<file path="src/rtl/demux1x2_32bit_pipe_pkg.sv">
// -----------------------------------------------------------------------------
// demux1x2_32bit_pipe_pkg
// Shared definitions for the registered 1-to-2 result demultiplexer:
//   DATA_W      - default datapath width
//   CH0 / CH1   - values of in_sel that steer to channel 0 / channel 1
//   ch_state_e  - occupancy state of one output slot
// -----------------------------------------------------------------------------
package demux1x2_32bit_pipe_pkg;

  localparam int DATA_W = 32;

  localparam logic CH0 = 1'b0;
  localparam logic CH1 = 1'b1;

  typedef enum logic {
    CH_EMPTY = 1'b0,
    CH_FULL  = 1'b1
  } ch_state_e;

endpackage : demux1x2_32bit_pipe_pkg

</file>
<file path="src/rtl/demux_out_slot.sv">
// -----------------------------------------------------------------------------
// demux_out_slot
// One-entry valid/ready output register for one demux channel.
// Ports:
//   clk, rst_n  - clock, asynchronous active-low reset
//   wr_req      - upstream word is valid and steered to this slot
//   wr_data     - word to load
//   can_accept  - slot is empty or is being drained this cycle
//   out_data    - held word (keeps its last value after drain)
//   out_valid   - slot holds a word
//   out_ready   - consumer takes the held word
// -----------------------------------------------------------------------------
module demux_out_slot
  import demux1x2_32bit_pipe_pkg::*;
#(
  parameter int WIDTH = DATA_W
) (
  input  logic             clk,
  input  logic             rst_n,
  input  logic             wr_req,
  input  logic [WIDTH-1:0] wr_data,
  output logic             can_accept,
  output logic [WIDTH-1:0] out_data,
  output logic             out_valid,
  input  logic             out_ready
);

  ch_state_e        state_r;
  ch_state_e        state_nxt_s;
  logic [WIDTH-1:0] data_r;
  logic             drain_s;
  logic             load_s;

  // A full slot that is being drained frees its entry in the same cycle,
  // which is what gives 1 word/cycle throughput.
  assign drain_s    = (state_r == CH_FULL) & out_ready;
  assign can_accept = (state_r == CH_EMPTY) | drain_s;
  assign load_s     = wr_req & can_accept;

  // Occupancy state register.
  always_ff @(posedge clk or negedge rst_n) begin
    if (!rst_n) begin
      state_r <= CH_EMPTY;
    end else begin
      state_r <= state_nxt_s;
    end
  end

  // Next-state logic: load wins over drain so drain+load stays FULL.
  always_comb begin
    state_nxt_s = state_r;
    case (state_r)
      CH_EMPTY: begin
        if (load_s) state_nxt_s = CH_FULL;
        else        state_nxt_s = CH_EMPTY;
      end
      CH_FULL: begin
        if (load_s)       state_nxt_s = CH_FULL;
        else if (drain_s) state_nxt_s = CH_EMPTY;
        else              state_nxt_s = CH_FULL;
      end
      default: state_nxt_s = CH_EMPTY;
    endcase
  end

  // Data register: only written on load, so a stalled word stays stable.
  always_ff @(posedge clk or negedge rst_n) begin
    if (!rst_n) begin
      data_r <= {WIDTH{1'b0}};
    end else if (load_s) begin
      data_r <= wr_data;
    end
  end

  assign out_data  = data_r;
  assign out_valid = (state_r == CH_FULL);

endmodule : demux_out_slot

</file>
<file path="src/rtl/demux1x2_32bit_pipe.sv">
// -----------------------------------------------------------------------------
// demux1x2_32bit_pipe
// Registered 1-to-2 demultiplexer steering the ALU result to one of two
// valid/ready consumers, each with a one-entry output register.
// Ports:
//   clk, rst_n              - clock, asynchronous active-low reset
//   in_data/in_sel/in_valid - input word, destination (0->ch0, 1->ch1), valid
//   in_ready                - word accepted this cycle (0 while in reset)
//   out0_* / out1_*         - per-channel data/valid/ready
// Optional (macro DEMUX_STATS_EN):
//   cnt_clr                 - synchronous clear of both drain counters
//   cnt0 / cnt1             - 16-bit wrapping drain counters per channel
// -----------------------------------------------------------------------------
module demux1x2_32bit_pipe
  import demux1x2_32bit_pipe_pkg::*;
#(
  parameter int WIDTH = DATA_W
) (
  input  logic             clk,
  input  logic             rst_n,
  input  logic [WIDTH-1:0] in_data,
  input  logic             in_sel,
  input  logic             in_valid,
  output logic             in_ready,
  output logic [WIDTH-1:0] out0_data,
  output logic             out0_valid,
  input  logic             out0_ready,
  output logic [WIDTH-1:0] out1_data,
  output logic             out1_valid,
  input  logic             out1_ready
`ifdef DEMUX_STATS_EN
  ,
  input  logic             cnt_clr,
  output logic [15:0]      cnt0,
  output logic [15:0]      cnt1
`endif
);

  logic can_accept0_s;
  logic can_accept1_s;

  // in_ready only looks at the selected channel, so a stalled channel never
  // blocks traffic bound for the other one.
  assign in_ready = rst_n & ((in_sel == CH1) ? can_accept1_s : can_accept0_s);

  demux_out_slot #(.WIDTH(WIDTH)) u_slot0 (
    .clk        (clk),
    .rst_n      (rst_n),
    .wr_req     (in_valid & (in_sel == CH0)),
    .wr_data    (in_data),
    .can_accept (can_accept0_s),
    .out_data   (out0_data),
    .out_valid  (out0_valid),
    .out_ready  (out0_ready)
  );

  demux_out_slot #(.WIDTH(WIDTH)) u_slot1 (
    .clk        (clk),
    .rst_n      (rst_n),
    .wr_req     (in_valid & (in_sel == CH1)),
    .wr_data    (in_data),
    .can_accept (can_accept1_s),
    .out_data   (out1_data),
    .out_valid  (out1_valid),
    .out_ready  (out1_ready)
  );

`ifdef DEMUX_STATS_EN
  logic [15:0] cnt0_r;
  logic [15:0] cnt1_r;

  // Drain counters; clear has priority over a coincident drain.
  always_ff @(posedge clk or negedge rst_n) begin
    if (!rst_n) begin
      cnt0_r <= 16'h0000;
      cnt1_r <= 16'h0000;
    end else if (cnt_clr) begin
      cnt0_r <= 16'h0000;
      cnt1_r <= 16'h0000;
    end else begin
      if (out0_valid & out0_ready) cnt0_r <= cnt0_r + 16'h0001;
      if (out1_valid & out1_ready) cnt1_r <= cnt1_r + 16'h0001;
    end
  end

  assign cnt0 = cnt0_r;
  assign cnt1 = cnt1_r;
`endif

endmodule : demux1x2_32bit_pipe

</file>
<file path="config.mk">
export PLATFORM = sky130hd
export DESIGN_NAME = demux1x2_32bit_pipe
export DESIGN_NICKNAME = d
export VERILOG_FILES = /design/src/rtl/demux1x2_32bit_pipe_pkg.sv /design/src/rtl/demux_out_slot.sv /design/src/rtl/demux1x2_32bit_pipe.sv
export SDC_FILE = /design/constraint.sdc
export NUM_CORES = 1
export LEC_CHECK = 0
export ABC_AREA = 1
export CORE_MARGIN = 2
export CORE_UTILIZATION = 45
export DETAILED_ROUTE_END_ITERATION = 7
export PLACE_DENSITY = 0.83
export SYNTH_ARGS = -nofsm -noshare
export SYNTH_HDL_FRONTEND = slang
export SYNTH_SLANG_ARGS = --single-unit
export TNS_END_PERCENT = 20
</file>
<file path="constraint.sdc">
create_clock -name clk -period 2.1 [get_ports clk]
set_clock_uncertainty 0.1 [all_clocks]
set_input_delay 0.315 -clock clk [delete_from_list [all_inputs] [get_ports clk]]
set_output_delay 0.315 -clock clk [all_outputs]
set_load 0.05 [all_outputs]
</file>
== Word level (Yosys, flattened, before mapping) ==
Index checks and enable logic that the tools add are counted.

* Register bits: 66
* Logic and storage cells: 25
* Input port bits: 38
* Output and inout port bits: 67

* Muxes and demuxes: 9
* Bitwise operators: 12

{| class="wikitable"
|+ Operators by type and width
! cell !! count
|-
| 1-bit AND || 7
|-
| 1-bit 2-to-1 mux || 7
|-
| 1-bit case mux with 2 select lines || 2
|-
| 1-bit NOT || 3
|-
| 1-bit OR || 2
|}

== Longest topological paths before layout ==
* Depth after elaboration: 5
* Depth in mapped cells: 6
* Mapped depth without buffers: 5

== Hierarchy ==
Synthesis repeated with hierarchy kept, for this count alone.

* Cell total of the unflattened synthesis: 297
* Area total of the unflattened synthesis: 2,768.9 um^2

{| class="wikitable"
|+ Modules (own cells, without submodules)
! module !! instances !! cells each !! area each (um^2) !! seq. area each (um^2)
|-
| demux_out_slot || 2 || 144 || 1,367.6 || 825.8
|-
| demux1x2_32bit_pipe || 1 || 9 || 33.8 || 0.0
|}

== Worst setup path before layout ==
OpenSTA, ideal clock, no wires.

* Path kind: flip-flop to output port
* Start point: reg u_slot0.state_r, in the netlist u_slot0.out_valid
* End point: out in_ready
* Buffers on the path: 0
* Arrival time: 1,508 ps
* Data required time: 1,685 ps
* Setup slack: 177 ps
* Stages on the path, launching flop included: 4
* Cells stage by stage: dfrtp_1 nand2_1 nor2_1 nor2_1

* Word-level cells in the longest chain between the ends: 4
* Elaborated cells on any way between the ends: 5
* Those cells by class: mux: 1; bitwise: 4

{| class="wikitable"
|+ Ends and longest elaborated chain
! element !! RTL line !! RTL
|-
| start: declaration || demux_out_slot.sv:28 || <nowiki>ch_state_e state_r;</nowiki>
|-
| start signal: assignment || demux_out_slot.sv:45 || <nowiki>state_r <= state_nxt_s;</nowiki>
|-
| 1-bit AND / 1-bit NOT (equally long branches) || demux_out_slot.sv:36, demux_out_slot.sv:37 ||
|-
| 1-bit OR (*) || demux_out_slot.sv:37 || <nowiki>assign can_accept = (state_r == CH_EMPTY) | drain_s;</nowiki>
|-
| 1-bit 2-to-1 mux (*) || demux1x2_32bit_pipe.sv:44 || <nowiki>assign in_ready = rst_n & ((in_sel == CH1) ? can_accept1_s : can_accept0_s);</nowiki>
|-
| 1-bit AND (*) || demux1x2_32bit_pipe.sv:44 ||
|-
| end: declaration || demux1x2_32bit_pipe.sv:24 || <nowiki>output logic in_ready,</nowiki>
|}

Mark *: on every way between the ends. The rest lies on a longest branch, timed or not.

== Worst setup path in the final report ==
* Start point: reg u_slot1.state_r, in the netlist u_slot1.out_valid
* End point: out out1_valid

{| class="wikitable"
|+ RTL lines
! element !! RTL line !! RTL
|-
| start: declaration || demux_out_slot.sv:28 ||
|-
| start signal: assignment || demux_out_slot.sv:45 ||
|-
| end: declaration || demux1x2_32bit_pipe.sv:29 || <nowiki>output logic out1_valid,</nowiki>
|}

No word-level cell between the ends.

==> results_dict.tcl <==
set metrics [dict create \
    grt_pass1_vias 2432 \
    design_area_um2 3900 \
    vias 2406 \
    yosys_warnings 0 \
    hp-class "input port to asynchronous set/reset pin" \
    ys_types 11 \
    clock_path_buffers 2 \
    post-route-util_pct 69.9 \
    grt_pass1_wl_um 11600 \
    max_cap_viol_count 0 \
    ys_async_sr_fraction_pct 100 \
    p_switching_uw 1540 \
    grt_use_total_pct 23.7 \
    synth_cells 292 \
    syn_area_um2 2620 \
    routed_wl_um 7190 \
    startpoint_type "register" \
    power_frac_clock_pct 22.1 \
    syn_nets 330 \
    clk-insertion-delay-late_ns 0.32 \
    first_pass_iters 4 \
    crit_type "register to output pin" \
    syn_avg_cell_area_um2 8.96 \
    rr_worst_depth 6 \
    netlist.top_cell.by_area "dfrtp_1" \
    coreArea_um2 5570 \
    power.leakage_uw 0.00194 \
    slew_viol_final 0 \
    synth_area_leaders "dfrtp_1, nand2_1, nand3_1" \
    p_int_uw 2400 \
    htree_levels 3 \
    antenna_left 0 \
    setup_violations 0 \
    grt_max_degree 67 \
    worst_ir_drop_vdd_uv 517 \
    required_ns 1.68 \
    r2r-end "u_slot0.out_data[9]$_DFFE_PN0P_" \
    synth_common_cells "nand2_1, dfrtp_1, nand3_1" \
    fin_nets 439 \
    synth-xor-area-share_pct 0 \
    yosys.area_share.simple_pct 32.4 \
    synth-seq-cells 66 \
    die_y_um 80.3 \
    drtIter0Drc 151 \
    synth-seq-area-share_pct 63.1 \
    power.density_nw_per_um2 1010 \
    pwr-share-comb_pct 37.9 \
    antennaDiodeCount 0 \
    cts_resized 0 \
    place_congestion 0.770 \
    crit_buf_inv 1 \
    crit_chain "clkdlybuf4s50_1" \
    wl_per_cell_um 15.1 \
    drc 0 \
    tightest_slew_ns 0.805 \
    fin_setup_tns_ns 0 \
    cp_top_family "buffers and inverters" \
    total_power_uw 3940 \
    fp-row-count 27 \
    antenna_found_initial 0 \
    clk_pin_slew_worst_paths_ns 0.07 \
    area_growth_pct 48.9 \
    endpoint_kind "output pin" \
    synth_top_area_share_pct 63.1 \
    switching_share_pct 39.1 \
    numCtsBuffers 9 \
    cts_hold_buffers 0 \
    crit_path_max_fanout 3 \
    cts.sinks 66 \
    crit_arrival_ns 1.54 \
    synth_edf_count 0 \
    synth_compound_area_share_pct 0.191 \
    synth_most_common_cell "nand2_1" \
    routed_via_density 5.05 \
    io_pins 105 \
    seq_power_share_pct 39.9 \
    hold_viol 0 \
    slew_headroom_pct 46.3 \
    finalCritPeriodShare_pct 92.9 \
    crit_slowest_cell "clkdlybuf4s50_1" \
    status "finished, final reports clean" \
    placed_area_um2 3750 \
    root_buffer "clkbuf_8" \
    rsz0062_at_grt "false" \
    fp.dieW_um 80.3 \
    die_area_um2 6440 \
    nFillCells 444 \
    muxShareOfSynthArea_pct 0 \
    max_freq_mhz 512 \
    synth_top_family_by_area "simple AND/OR/NAND/NOR gates" \
    synth_ff_type "dfrtp_1" \
    start_util_pct 47.0 \
    cts_tree "built" \
    whs_ns 0.0959 \
    drive_above_1_share_pct 6.68 \
    overflow 0 \
    synthAdderAreaFrac_pct 0 \
    r2r-start "u_slot0.out_valid$_DFF_PN0_" \
    slowest_delay_ns 0.83 \
    period_needed_ns 1.95 \
    rrSetupSlack_ns 0.77 \
    dp_hpwl_um 4860 \
    io_buffers 104 \
    post_cts_buffers 0 \
]
worst max-delay path by stage:
stage | from | cells past startpoint | slack, ns | to
5_1_grt | u_slot1.out_valid$_DFF_PN0_ | 1 | 0.10 | out1_valid
2_1_floorplan | u_slot0.out_valid$_DFF_PN0_ | 3 | 0.18 | in_ready
3_5_place_dp | in_sel | 7 | 0.25 | u_slot1.out_data[11]$_DFFE_PN0P_
6_report | u_slot1.out_valid$_DFF_PN0_ | 1 | 0.15 | out1_valid
3_3_place_gp | out0_ready | 6 | 0.28 | in_ready
4_1_cts | u_slot1.out_valid$_DFF_PN0_ | 1 | 0.14 | out1_valid
flip-flops by register name, indices dropped and copies added (netlist names):
register           flops
u_slot0.out_data      32
u_slot1.out_data      32
u_slot0.out_valid      1
u_slot1.out_valid      1
layout by cell type, fill, tap and decap left out:
cell type and n:
buf_2 1, clkbuf_8 10, clkbuf_1 4, nor2_2 1
dfrtp_1 66, o21ai_0 1, inv_1 3, inv_2 1
nand2_2 1, buf_4 12, clkdlybuf4s50_1 102, nand2_1 134
buf_12 1, nand3_1 65, nor2_1 2
worst register-to-register path, cell delays in order, from the launching register on:
cell and delay (ns):
dfrtp_1 0.37, nand2_1 0.12, buf_4 0.17, nand2_1 0.08, buf_4 0.22, nand2_1 0.11, nand2_1 0.05
layer usage:
| metal | wire, um | track usage, % | part of all wire, % |
|---|---|---|---|
| met1 | 3070 | 31.1 | 43 |
| met2 | 3640 | 38.6 | 51 |
| met3 | 424 | 5.51 | 5.9 |
| met4 | 59 | 8.47 | 0.82 |
| met5 | 0 | 0 | 0 |
cell type report:
| type | instances | area, um2 | area share (%) |
|---|---|---|---|
| clock buffers | 14 | 153 | 3.92 |
| flip-flops and latches | 66 | 1650 | 42.4 |
| repair buffers | 116 | 1140 | 29.1 |
| inverters | 4 | 15.0 | 0.385 |
| well taps | 72 | 90.1 | 2.31 |
| multi-input cells | 204 | 853 | 21.9 |
power groups by stage:
stage / Sequential [uW] / Combinational [uW] / Clock, uW
after floorplan: 2270 / 227 / 0
after global placement: 1590 / 1480 / 0
after detailed placement: 1590 / 1500 / 0
after CTS: 1570 / 1500 / 888
after global routing: 1590 / 1570 / 953
final: 1570 / 1490 / 872
per-stage QoR:
step	std cells	setup slack [ns]
final	476	0.149
after global routing	476	0.104
after CTS	476	0.141
after detailed placement	462	0.251
after global placement	462	0.283
after floorplan	292	0.177
cells by family after synthesis:
kind of cell,after synthesis
flops,66
buf+inv,22
compound gates,1
simple gates,203
Power figures use the tool's default switching activity.
